--- src/rtl/cg_iteration_sequencer.sv ---
// cg_iteration_sequencer: conjugate-gradient iteration control FSM.
// Define CG_TOLERANCE_CHECK_EN to enable early exit on the residual tolerance.
module cg_iteration_sequencer #(
  parameter int element_width = 32,
  parameter int no_of_units = 8,
  parameter int number_of_equations_per_cluster = 10,
  parameter int iter_width = 16
) (
  input  logic                     clk,
  input  logic                     reset,
  input  logic                     start,
  input  logic                     abort,
  input  logic [iter_width-1:0]    max_iter,
  input  logic [element_width-1:0] tolerance,
  output logic                     vxv_go,
  input  logic                     vxv_done,
  input  logic [element_width-1:0] vxv_result,
  output logic                     mxv_go,
  input  logic                     mxv_done,
  output logic                     div_go,
  output logic [element_width-1:0] div_num,
  output logic [element_width-1:0] div_den,
  input  logic                     div_done,
  input  logic [element_width-1:0] div_result,
  output logic                     upd_go,
  output logic [1:0]               upd_sel,
  output logic [element_width-1:0] upd_coef,
  input  logic                     upd_done,
  output logic                     chunk_read,
  output logic [31:0]              chunk_index,
  output logic                     busy,
  output logic                     converged,
  output logic                     done_all,
  output logic [iter_width-1:0]    iter_count
);
  localparam int unsigned chunks =
    (number_of_equations_per_cluster + no_of_units - 1)
    / no_of_units;
  localparam logic [31:0] span = 32'(2 * chunks);

  typedef enum logic [3:0] {
    IDLE, RSOLD, AP, PAP, ALPHA, UPD_X,
    UPD_R, RSNEW, CHECK, BETA, UPD_P, DONE
  } state_t;

  state_t state_q, state_d;
  logic fresh_q;
  logic [31:0] tick_q;
  logic [element_width-1:0] rsold_q, pap_q, rsnew_q;
  logic [element_width-1:0] alpha_q, beta_q;
  logic [iter_width-1:0] iter_q, iter_inc;
  logic conv_q;
  logic tol_met;
  logic vxv_phase;

`ifdef CG_TOLERANCE_CHECK_EN
  assign tol_met = (rsnew_q <= tolerance);
`else
  logic unused_tolerance;
  assign unused_tolerance = ^tolerance;
  assign tol_met = 1'b0;
`endif

  assign iter_inc = iter_q + iter_width'(1);

  always_comb begin
    state_d = state_q;
    if (abort) begin
      state_d = IDLE;
    end else begin
      unique case (state_q)
        IDLE:
          if (start)
            state_d = (max_iter == '0) ? DONE : RSOLD;
        RSOLD: if (vxv_done) state_d = AP;
        AP:    if (mxv_done) state_d = PAP;
        PAP:   if (vxv_done) state_d = ALPHA;
        ALPHA: if (div_done) state_d = UPD_X;
        UPD_X: if (upd_done) state_d = UPD_R;
        UPD_R: if (upd_done) state_d = RSNEW;
        RSNEW: if (vxv_done) state_d = CHECK;
        CHECK: begin
          if (tol_met || iter_inc == max_iter)
            state_d = DONE;
          else
            state_d = BETA;
        end
        BETA:  if (div_done) state_d = UPD_P;
        UPD_P: if (upd_done) state_d = AP;
        DONE:  state_d = IDLE;
        default: state_d = IDLE;
      endcase
    end
  end

  // fresh_q marks the first cycle of a state; tick_q paces chunk reads
  always_ff @(posedge clk or negedge reset) begin
    if (!reset) begin
      state_q <= IDLE;
      fresh_q <= 1'b0;
      tick_q  <= '0;
      rsold_q <= '0;
      pap_q   <= '0;
      rsnew_q <= '0;
      alpha_q <= '0;
      beta_q  <= '0;
      iter_q  <= '0;
      conv_q  <= 1'b0;
    end else begin
      state_q <= state_d;
      fresh_q <= (state_d != state_q);
      if (state_d != state_q)
        tick_q <= '0;
      else if (tick_q < span)
        tick_q <= tick_q + 32'd1;
      if (!abort) begin
        unique case (state_q)
          IDLE: begin
            if (start) begin
              iter_q <= '0;
              conv_q <= 1'b0;
            end
          end
          RSOLD: if (vxv_done) rsold_q <= vxv_result;
          PAP:   if (vxv_done) pap_q <= vxv_result;
          RSNEW: if (vxv_done) rsnew_q <= vxv_result;
          ALPHA: if (div_done) alpha_q <= div_result;
          BETA: begin
            if (div_done) begin
              beta_q  <= div_result;
              rsold_q <= rsnew_q;
            end
          end
          CHECK: begin
            iter_q <= iter_inc;
            conv_q <= tol_met;
          end
          default: ;
        endcase
      end
    end
  end

  always_comb begin
    vxv_go   = 1'b0;
    mxv_go   = 1'b0;
    div_go   = 1'b0;
    upd_go   = 1'b0;
    div_num  = '0;
    div_den  = '0;
    upd_sel  = 2'd0;
    upd_coef = '0;
    unique case (state_q)
      RSOLD, PAP, RSNEW: vxv_go = fresh_q;
      AP: mxv_go = fresh_q;
      ALPHA: begin
        div_go  = fresh_q;
        div_num = rsold_q;
        div_den = pap_q;
      end
      BETA: begin
        div_go  = fresh_q;
        div_num = rsnew_q;
        div_den = rsold_q;
      end
      UPD_X: begin
        upd_go   = fresh_q;
        upd_coef = alpha_q;
      end
      UPD_R: begin
        upd_go   = fresh_q;
        upd_sel  = 2'd1;
        upd_coef = alpha_q;
      end
      UPD_P: begin
        upd_go   = fresh_q;
        upd_sel  = 2'd2;
        upd_coef = beta_q;
      end
      default: ;
    endcase
  end

  assign vxv_phase = (state_q == RSOLD) ||
                     (state_q == PAP) ||
                     (state_q == RSNEW);
  assign chunk_read = vxv_phase && tick_q[0] &&
                      (tick_q < span);
  assign chunk_index = (vxv_phase && tick_q != '0)
                     ? ((tick_q - 32'd1) >> 1) : '0;

  assign busy       = (state_q != IDLE);
  assign done_all   = (state_q == DONE);
  assign converged  = conv_q;
  assign iter_count = iter_q;

endmodule

--- config.mk ---
export PLATFORM = sky130hd
export DESIGN_NAME = cg_iteration_sequencer
export DESIGN_NICKNAME = d
export VERILOG_FILES = /design/src/rtl/cg_iteration_sequencer.sv
export SDC_FILE = /design/constraint.sdc
export NUM_CORES = 1
export LEC_CHECK = 0
export CAP_MARGIN = 0
export CELL_PAD_IN_SITES_DETAIL_PLACEMENT = 0
export CELL_PAD_IN_SITES_GLOBAL_PLACEMENT = 1
export CORE_ASPECT_RATIO = 1.2
export CORE_MARGIN = 1
export CORE_UTILIZATION = 42
export DETAILED_ROUTE_END_ITERATION = 10
export PLACE_DENSITY = 0.94
export SKIP_LAST_GASP = 1
export SYNTH_ARGS = -nofsm -noshare
export SYNTH_HDL_FRONTEND = slang
export SYNTH_SLANG_ARGS = --single-unit
--- constraint.sdc ---
create_clock -name clk -period 4.3 [get_ports clk]
set_input_delay 0.86 -clock clk [delete_from_list [all_inputs] [get_ports clk]]
set_output_delay 0.86 -clock clk [all_outputs]
set_load 0.01 [all_outputs]
==> metrics, run 1 <==
outcome finished clean; Main synth FF type dfrtp_1; # IOs 274; post-layout util 0.566; Clock transition at path regs 0.06 ns; Crit path arrival time 3.29 ns; largest fanout on the critical path 7; setup bufs post-CTS 0; mapped cell area 0.0110 mm^2; first-pass GRT wire length 45.4 mm; Pre-Repair DR Iteration Count 4; Fmax 0.241 GHz; Final Max Tran Viols 0; Fin Setup TNS 0 ns; CP startpoint tick_q[6]$_DFFE_PN0P_; post-route cell area 0.0145 mm^2; Synth Instances 1009; port buffer count 239; largest family of logic cells by synthesized area multiplexers; clock root buffer clkbuf_16; Syn Area/Cell 10.9 um^2; fraction of final layout cells sized beyond drive strength 1 0.165; largest cells by area after synthesis dfrtp_1 (49%), mux2_2 (13%), a22o_1 (7.7%); register bit count reported by yosys 213; clk buf depth 3; Post-synth EDFFs 0; fin crit share 0.965; hold slack 0.441 ns; fin cells 1563; Vias/cell 5.55; P_leak 6.18 nW; Seq/Total Area, Yosys 0.486; final count of negative-setup-slack endpoints 0; die area 0.0268 mm^2; GRT Residual Overflow 0; initial antenna violation count 0; cell area power density 423 mW/mm^2; Place WS 0.529 ns; Die H 179 um; Layout Nets 1342; top cell type's share of synthesized area 0.486; final worst slack 0.152 ns; RSZ-0062 raised after global routing no; max cap viols 0; mean routed wirelength per cell 18.0 um; Peak VDD IR 0.354 mV; HPWL Detailed 18.7 mm; via count 8678; DRC violations left 0; clock tree from TritonCTS built; cell taking the most area after synthesis dfrtp_1; post-synthesis cell type count 57; Worst-Margin Slew 1.03 ns; share of synthesized registers carrying an async set or reset 1.00; Worst slew margin 0.316; clk_skew 0.0113 ns; critical path class register to output port; Cell Rows 64; Routed Antenna Nets 0; pin count of the biggest net entering global routing 100; area delta synth->final 31.9%; Critical Path RT 3.44 ns; clk_lat worst skew 0.51 ns; Synth Area in XOR/XNOR 0.0398; placed insts 1523; dpl cell area 0.0137 mm^2; CP endpoint kind output port; RePlAce Congestion 0.833; number of DRC markers in iteration 0 382; minimum clock period 4.15 ns; post-synthesis simple-gate area fraction 0.124; Detailed Route WL 28.2 mm; Design Power 6.12 mW; Num CTS Buffers 23; ant diodes 0; Critical Path Start Type register; Post-Synth Adder-Cell Area 0.00456; Ys Warns 0; core box area 0.0255 mm^2; mux cell area share after synthesis 0.166; class of the worst hold path input port to asynchronous set/reset pin; global-route usage over all layers 0.209; final hold violation count 0; reg-to-reg startpoint state_q[3]$_DFF_PN0_; Initial Utilization 0.429; chip width 150 um; compound-gate portion of the synthesized area 0.137; Clock Sinks 213; H-tree depth 1; vias in the first global route 8777; Filler cells 2134
## layout make-up
| type | count | area [um^2] | area share |
|---|---|---|---|
| sequential | 213 | 5330 | 0.368 |
| multi-input combinational | 682 | 5200 | 0.360 |
| clock buffer | 35 | 701 | 0.0484 |
| timing repair buffer | 263 | 2610 | 0.180 |
| inverter | 35 | 131 | 0.00908 |
| clock inverter | 5 | 81.3 | 0.00562 |
| tap | 330 | 413 | 0.0285 |
## flip-flops by register name, summed over array words and instances (netlist names)
signal	cells
state_q	4
rsold_q	32
iter_count	16
tick_q	32
pap_q	32
rsnew_q	32
beta_q	32
alpha_q	32
fresh_q	1
## what timing repair did
item / CTS / global route
setup endpoints to repair: 1 / 31
resized for setup: 1 / 2
hold buffers: 0 / 0
cloned: 0 / 0
## cells in the mapped netlist, types with 3 or more instances
master / instances
and3_1: 8
nand3_1: 21
nor4_1: 46
dfrtp_1: 213
mux2_1: 4
and4_1: 5
o21ai_0: 56
buf_1: 10
a21oi_1: 17
nand2_1: 50
inv_1: 35
mux2_2: 126
xnor2_1: 40
a31oi_1: 3
o41ai_1: 5
nor2_1: 53
nand4_1: 9
nand2b_1: 10
clkbuf_1: 46
o21ai_1: 5
a22o_1: 96
or4_1: 7
o21a_1: 6
o31ai_1: 6
xor2_1: 8
ha_1: 4
nor3_1: 18
buf_2: 19
nor2b_1: 4
mux2i_1: 34
buf_4: 4
a211oi_1: 4
or3_1: 6
## placed cells by master (no fill, tap or decap), types with 21 or more instances in the layout
master             n
clkdlybuf4s50_1  238
dfrtp_1          213
mux2_2           126
a22o_1            96
o21ai_0           56
nor2_1            51
nand2_1           50
nor4_1            46
xnor2_1           40
inv_1             35
mux2i_1           34
clkbuf_16         23
nand3_1           21
buf_4             21
## logic make-up after synthesis
kind of cell    after synthesis
mux                         165
other cells                   1
compound gates              209
buf+inv                     115
fa+ha+maj                     4
xor+xnor                     49
simple gates                253
flops                       213
## worst max-delay path, stage by stage, from the launching register on
cell and delay [ns]:
dfrtp_1 0.40, or4_4 0.59, or4_4 0.58, or4_4 0.46, xnor2_2 0.14, nor2_1 0.08
clkdlybuf4s50_1 0.53
## routing by layer
metal | up-vias | global-route usage | share of wire
li1 | 4109 | - | -
met1 | 4306 | 0.254 | 0.41
met2 | 219 | 0.365 | 0.51
met3 | 44 | 0.0473 | 0.062
met4 | 0 | 0.0689 | 0.026
met5 | - | 0 | 0
## power by group
part | switching, mW | internal, mW
clock | 0.801 | 1.24
sequential | 0.234 | 2.35
combinational | 0.744 | 0.760
## worst paths after layout
| check | to | slack [ns] | cells past startpoint |
|---|---|---|---|
| hold / removal | pap_q[12]$_DFFE_PN0P_ | 0.44 | 1 |
| hold reg to reg | beta_q[3]$_DFFE_PN0P_ | 0.49 | 1 |
| min in group clk | beta_q[3]$_DFFE_PN0P_ | 0.49 | 1 |
| setup / recovery | chunk_index[23] | 0.15 | 6 |
| max in group asynchronous | beta_q[13]$_DFFE_PN0P_ | 2.68 | 2 |
| setup reg to reg | tick_q[23]$_DFFE_PN0P_ | 1.26 | 7 |
(Power assumes the default switching activity.)
==> run 2: changes to the inputs <==
Settings changed: SKIP_LAST_GASP 1 to not set.
==> results of run 2 <==
Same layout as run 1: the final DEF is identical, and so are final timing and power.
==> run 3: changes to the inputs <==
Settings changed: PLACE_DENSITY 0.94 to 0.95.
==> metrics, run 3 (synthesis results as in run 1) <==
outcome finished clean (unchanged); critical path class register to output port (unchanged); die area 0.0268 mm^2 (unchanged); placed insts 1520 (was 1523); first-pass GRT wire length 44.6 mm (was 45.4 mm); clock root buffer clkbuf_16 (unchanged); pin count of the biggest net entering global routing 106 (was 100); Cell Rows 64 (unchanged); initial antenna violation count 0 (unchanged); Critical Path RT 3.44 ns (about the same); GRT Residual Overflow 0 (unchanged); clock tree from TritonCTS built (unchanged); clk_lat worst skew 0.50 ns (was 0.51 ns); Seq. cell area 0.00533 mm^2 (unchanged); Worst-Margin Slew 1.09 ns (was 1.03 ns); CP endpoint kind output port (unchanged); sw power 1.76 mW (was 1.78 mW); Vias/cell 5.54 (was 5.55); Layout Nets 1339 (was 1342); class of the worst hold path input port to asynchronous set/reset pin (unchanged); cell area power density 415 mW/mm^2 (was 423 mW/mm^2); Initial Utilization 0.429 (unchanged); Crit path arrival time 3.28 ns (was 3.29 ns); ant diodes 0 (unchanged); area delta synth->final 31.1% (was 31.9%); R2R setup slack 1.43 ns (was 1.26 ns); clk_skew 0.0108 ns (was 0.0113 ns); Detailed Route WL 27.7 mm (was 28.2 mm); combinational share of power 0.249 (was 0.245); fin crit share 0.962 (was 0.965); internal power 4.21 mW (was 4.35 mW); setup bufs post-CTS 0 (unchanged); largest fanout on the critical path 7 (unchanged); mean routed wirelength per cell 17.8 um (was 18.0 um); via count 8653 (was 8678); Seq pwr share 0.434 (was 0.422); most frequent cells in the layout clkdlybuf4s50_1 (238), dfrtp_1 (213), mux2_2 (126) (unchanged); sw frac 0.295 (was 0.290); Routed Antenna Nets 0 (unchanged); Critical Path Start Type register (unchanged); Filler cells 2193 (was 2134); Pre-Repair DR Iteration Count 5 (was 4); Fin Setup TNS 0 ns (unchanged); Clock Sinks 213 (unchanged); Final Max Tran Viols 0 (unchanged); number of DRC markers in iteration 0 310 (was 382); fraction of final layout cells sized beyond drive strength 1 0.162 (was 0.165); Fmax 0.242 GHz (was 0.241 GHz); minimum clock period 4.14 ns (was 4.15 ns); vias in the first global route 8528 (was 8777); port buffer count 239 (unchanged); # IOs 274 (unchanged); H-tree depth 1 (unchanged); clock share of power 0.317 (was 0.333); chip width 150 um (unchanged); Worst slew margin 0.271 (was 0.316); max cap viols 0 (unchanged); HPWL Detailed 18.3 mm (was 18.7 mm); area of the multi-input gates 0.00520 mm^2 (unchanged); RePlAce Congestion 0.858 (was 0.833); Design Power 5.97 mW (was 6.12 mW); fin cells 1561 (was 1563); hold slack 0.452 ns (was 0.441 ns); core box area 0.0255 mm^2 (unchanged); clk buf depth 3 (unchanged); final count of negative-setup-slack endpoints 0 (unchanged); global-route usage over all layers 0.208 (was 0.209); P_leak 6.14 nW (was 6.18 nW); commonest non-fill, non-tap cell in the layout clkdlybuf4s50_1 (unchanged); Die H 179 um (unchanged); Clock transition at path regs 0.06 ns (about the same); DRC violations left 0 (unchanged); Num CTS Buffers 23 (unchanged); Peak VDD IR 0.401 mV (was 0.354 mV); final hold violation count 0 (unchanged); RSZ-0062 raised after global routing no (unchanged)
==> run 3: cell count changes in the layout (fill, tap and decap cells not counted), sizes merged <==
cell	previous run	this run
buf	24	21
clkbuf	36	34
clkinv	1	5
bufinv	2	1
==> run 3: final timing paths <==
path | from | end | cells after the start
hold / removal | reset | pap_q[17]$_DFFE_PN0P_ | 1
setup / recovery | tick_q[6]$_DFFE_PN0P_ | chunk_index[23] | 6
setup reg to reg | state_q[3]$_DFF_PN0_ | tick_q[19]$_DFFE_PN0P_ | 7
max in group asynchronous | reset | rsold_q[4]$_DFFE_PN0P_ | 2
min in group clk | beta_q[6]$_DFFE_PN0P_ | beta_q[6]$_DFFE_PN0P_ | 1
hold reg to reg | beta_q[6]$_DFFE_PN0P_ | beta_q[6]$_DFFE_PN0P_ | 1
==> run 3: power groups by stage <==
| stage | registers [mW] | logic (mW) | clock network (mW) |
|---|---|---|---|
| 2_1_floorplan | 2.54 | 0.994 | 0 |
| 3_3_place_gp | 2.60 | 1.46 | 0 |
| 3_5_place_dp | 2.62 | 1.49 | 0 |
| 4_1_cts | 2.59 | 1.50 | 1.96 |
| 5_1_grt | 2.64 | 1.65 | 2.03 |
| 6_report | 2.59 | 1.48 | 1.89 |
==> run 3: area by class of cell <==
type                       instances  area share
tap                              330      0.0287
sequential                       213       0.371
inverter                          35     0.00914
multi-input combinational        682       0.362
clock buffer                      33      0.0447
clock inverter                     8     0.00513
timing repair buffer             260       0.180
==> run 3: worst max-delay path: stages, from the launching register on <==
cell and delay (ns):
dfrtp_1 0.40, or4_4 0.59, or4_4 0.58, or4_4 0.45, xnor2_2 0.14, nor2_1 0.08, clkdlybuf4s50_1 0.54
==> run 3: metal layers <==
layer | track usage | up-vias | part of all wire
met5 | 0 | - | 0
met4 | 0.0531 | 0 | 0.019
met3 | 0.0448 | 40 | 0.062
met2 | 0.362 | 221 | 0.51
met1 | 0.259 | 4280 | 0.41
li1 | - | 4112 | -
==> run 3: what timing repair did <==
| action | CTS | global route |
|---|---|---|
| endpoints found under the setup margin | 1 | 15 |
| hold buffers | 0 | 0 |
| resized for setup | 1 | 2 |
==> run 3: through the flow <==
stage / setup WS (ns) / utilization / instance area [um^2]
2_1_floorplan: 1.14 / - / 11000
3_3_place_gp: 0.552 / 0.534 / 13700
3_5_place_dp: 0.539 / 0.534 / 13700
4_1_cts: 0.0785 / 0.563 / 14400
5_1_grt: 0.0374 / 0.563 / 14400
6_report: 0.165 / 0.563 / 14400
